==> config.mk <==
export PLATFORM = sky130hd
export DESIGN_NAME = serial_tx
export DESIGN_NICKNAME = d
export VERILOG_FILES = /design/src/rtl/serial_tx.sv
export SDC_FILE = /design/constraint.sdc
export NUM_CORES = 1
export LEC_CHECK = 0
export CORE_MARGIN = 1.5
export CORE_UTILIZATION = 41
export CTS_BUF_LIST = sky130_fd_sc_hd__clkbuf_4
export DETAILED_ROUTE_END_ITERATION = 10
export PLACE_DENSITY = 0.69
export SYNTH_ARGS = -nofsm -noshare
export SYNTH_HDL_FRONTEND = slang
export SYNTH_SLANG_ARGS = --single-unit
==> constraint.sdc <==
create_clock -name clk -period 2.9 [get_ports clk]
set_input_delay 0.435 -clock clk [delete_from_list [all_inputs] [get_ports clk]]
set_output_delay 0.435 -clock clk [all_outputs]
set_load 0.01 [all_outputs]
==> src/rtl/serial_tx.sv <==
// Framed parallel-to-serial transmitter: start bit, WIDTH data bits LSB first, stop bit.
// Each bit is held for DIV clocks; busy covers the whole frame and done marks its last cycle.
module serial_tx #(
   parameter int unsigned WIDTH = 8,
   parameter int unsigned DIV   = 4
) (
   input  logic             clk,
   input  logic             rst,
   input  logic             ld,
   input  logic [WIDTH-1:0] d,
   output logic             so,
   output logic             busy,
   output logic             done
);

   localparam int unsigned DW = (DIV > 1) ? $clog2(DIV) : 1;
   localparam int unsigned BW = (WIDTH > 1) ? $clog2(WIDTH) : 1;

   typedef enum logic [1:0] {
      IDLE  = 2'd0,
      START = 2'd1,
      DATA  = 2'd2,
      STOP  = 2'd3
   } state_t;

   state_t           state_q, state_n;
   logic [WIDTH-1:0] sr_q, sr_n;
   logic [DW-1:0]    div_q, div_n;
   logic [BW-1:0]    bit_q, bit_n;
   logic             so_n, busy_n, done_n;
   logic             div_last, bit_last;

   assign div_last = (div_q == DW'(DIV - 1));
   assign bit_last = (bit_q == BW'(WIDTH - 1));

   // State, datapath and output registers
   always_ff @(posedge clk or negedge rst) begin
      if (!rst) begin
         state_q <= IDLE;
         sr_q    <= '0;
         div_q   <= '0;
         bit_q   <= '0;
         so      <= 1'b1;
         busy    <= 1'b0;
         done    <= 1'b0;
      end else begin
         state_q <= state_n;
         sr_q    <= sr_n;
         div_q   <= div_n;
         bit_q   <= bit_n;
         so      <= so_n;
         busy    <= busy_n;
         done    <= done_n;
      end
   end

   // Next state and next-cycle outputs, so every output leaves a flop
   always_comb begin
      state_n = state_q;
      sr_n    = sr_q;
      div_n   = div_q;
      bit_n   = bit_q;

      unique case (state_q)
         IDLE: begin
            if (ld) begin
               state_n = START;
               sr_n    = d;
               div_n   = '0;
               bit_n   = '0;
            end
         end
         START: begin
            if (div_last) begin
               state_n = DATA;
               div_n   = '0;
            end else begin
               div_n = div_q + 1'b1;
            end
         end
         DATA: begin
            if (div_last) begin
               div_n = '0;
               sr_n  = sr_q >> 1;
               if (bit_last) begin
                  state_n = STOP;
                  bit_n   = '0;
               end else begin
                  bit_n = bit_q + 1'b1;
               end
            end else begin
               div_n = div_q + 1'b1;
            end
         end
         STOP: begin
            if (div_last) begin
               state_n = IDLE;
               div_n   = '0;
            end else begin
               div_n = div_q + 1'b1;
            end
         end
         default: state_n = IDLE;
      endcase

      so_n   = 1'b1;
      busy_n = (state_n != IDLE);
      done_n = (state_n == STOP) && (div_n == DW'(DIV - 1));
      if (state_n == START) begin
         so_n = 1'b0;
      end else if (state_n == DATA) begin
         so_n = sr_n[0];
      end
   end

endmodule
==> impl_metrics.ini <==
[layout]
final_area_um2 = 1060
nFillCells = 188
areaGrowthSynthToFinish_pct = 18.3
mostFrequentLayoutCells = dfrtp_1 (17), nand2_1 (14), clkdlybuf4s50_1 (13)
final_common_cell = dfrtp_1
drive_gt1_share_pct = 14.1
multi_input_area_um2 = 400
register_area_um2 = 452
nets = 107
antenna_cells = 0

[sta]
fin_crit_sh_pct = 61.6
setup_viol = 0
clock.fmax_mhz = 559
tightest_slew_ns = 0.787
setup_tns_ns = 0
grt_setup_unrepaired = no
hold_viol = 0
finClkSkew_ns = 0.00587
holdWs_ns = 0.484
fin_crit_ns = 1.79
relSlewSlack_pct = 47.4
drv_slew = 0

[detailed_routing]
top_layer = met4
drt.antenna.violating_nets = 0
drt_first_pass_iters = 4
drcViolationCount = 0
wl_met3_um = 67
viasPerCell = 5.29
vias = 629
met1_length_um = 792
met2_length_um = 729
routedWlPerCell_um = 13.5
initialDrtViolationCount = 3
wl_um = 1600

[clock_network]
ctsHtreeMaxLevel = 1
clock_sinks = 18
cts_hold_buf = 0
numCtsBuffers = 3
cts-resized-gates = 0
cts.clk_slew.worst_paths_ns = 0.11
cts_setup_buffers = 0
clockBufferDepth = 2
clk_latency_ns = 0.29
cts_tree = yes
cts_root_buf = clkbuf_4

[die]
coreArea_um2 = 2000
fp.dieH_um = 49.7
die_area_um2 = 2470
core.rowCount = 16
start_util_pct = 44.6
io_pins = 14
die_w_um = 49.7

[synth]
synth_top_area_cell = dfrtp_1
synthAdderAreaFrac_pct = 4.20
synthXorXnorAreaFrac_pct = 0.980
netlist_area_um2 = 893
syn_inst = 78
yosys.area.top_type_share_pct = 47.6
synth_warnings = 0
synth-seq-cells = 18
synth.area.mux_share_pct = 0
synth_top_family_by_area = compound AO/OA/AOI/OAI gates
ys_seq_area_share_pct = 50.6
synth.distinct_cells = 26
synth_fp_nets = 92
synth-compound-area-share_pct = 22.0
synthSimpleGateAreaFrac_pct = 17.6
synth_area_leaders = dfrtp_1 (48%), a22o_1 (7.8%), nand2_1 (5.9%)
syn_area_per_cell_um2 = 11.5

[placement]
globalplace.congestion = 0.762
place_area_um2 = 1030
io_buffer_count = 13
dp_hpwl_um = 1150

[critical_path]
cp.required_ns = 3.09
timing_worst_setup_path_type = flip-flop to flip-flop
path_max_fanout = 4
start_kind = flip-flop
endpoint_kind = flip-flop
cp.arrival_ns = 1.98

[power_and_ir_drop]
power_density_nw_per_um2 = 1050
p_sw_share_pct = 38.3
p_comb_share_pct = 43.0
switchingPower_mw = 0.423
ir_worst_vdd_uv = 595
leakagePower_nw = 0.477
power.clock.fraction_pct = 11.6
seqPwrFrac_pct = 45.4
p_int_mw = 0.682

[global_routing]
grt_overflow = 0
grt_first_pass_wirelength_um = 2900
antenna_found_initial = 0
grt_max_degree = 19
grt_use_total_pct = 15.6
grt_pass1_vias = 641

[run]
drv_cap = 0

[outcome]
status = complete, no violations

[hold_path]
hold_class = flip-flop to flip-flop
[Yosys cell counts]
cell and count:
a221o_1 1, a22o_1 8, a22oi_1 6, a32o_1 1, and3_1 1, and3b_1 1, and4_1 1, buf_6 2
clkbuf_1 1, dfrtp_1 17, dfstp_2 1, ha_1 3, inv_1 2, inv_2 2, nand2_1 14, nand2b_1 1
nand3b_1 1, nor2_1 4, nor2_2 1, nor2b_4 2, nor3b_4 1, o21ai_1 2, o21ba_1 1, o31ai_2 2
o41ai_2 1, xnor2_1 1
[logic make-up after synthesis]
family,after synthesis
XOR/XNOR,1
AND/OR/NAND/NOR,27
adder cells (fa/ha/maj),3
buffers and inverters,7
flip-flops,18
AO/OA/AOI/OAI,22
[power groups by stage]
stage          sequential, mW  clock, mW  combinational [mW]
6_report                0.501      0.129               0.475
5_1_grt                 0.523      0.143               0.534
4_1_cts                 0.501      0.135               0.480
3_5_place_dp            0.507          0               0.476
3_3_place_gp            0.503          0               0.459
2_1_floorplan           0.455          0               0.415
[routing by layer]
layer / vias to the layer above / GRT usage, %
met4: 0 / 3.24
met2: 12 / 24.0
met1: 304 / 20.9
met3: 2 / 5.76
li1: 311 / -
met5: - / 0
[critical path, cell delays in order (launching register included)]
cell and delay [ns]:
dfrtp_1 0.44, ha_1 0.22, ha_1 0.20, and3_1 0.20, o31ai_2 0.38, inv_2 0.06
and4_1 0.19
[stage by stage]
step           util (%)  power (mW)  setup slack (ns)  instances
3_5_place_dp       51.5       0.984             0.924        115
2_1_floorplan         -       0.870              1.30         78
4_1_cts            52.8        1.12              1.09        119
6_report           52.8        1.11              1.11        119
3_3_place_gp       51.5       0.963             0.983        115
5_1_grt            52.8        1.20             0.985        119
[layout make-up]
cell class,count,area share (%)
Timing Repair Buffer,13,12.3
Inverter,4,1.42
Tap cell,27,3.20
Sequential cell,18,42.7
Clock buffer,3,2.13
Multi-Input combinational cell,53,37.9
Clock inverter,1,0.355
[flip-flops by register name (all words and copies together), names as in the netlist]
register and count:
sr_q 8, done 1, state_q 2, bit_q 3, div_q 2, busy 1
so 1
[final timing paths]
kind / slack (ns) / start / depth (start not counted) / endpoint
setup / recovery: 1.11 / bit_q[0] / 6 / done
hold / removal: 0.48 / sr_q[3] / 2 / sr_q[3]
setup reg to reg: 1.11 / bit_q[0] / 6 / done
hold reg to reg: 0.48 / sr_q[3] / 2 / sr_q[3]
max in group asynchronous: 1.82 / rst / 1 / state_q[1]
min in group asynchronous: 0.59 / rst / 1 / bit_q[1]
(Power assumes the default switching activity.)
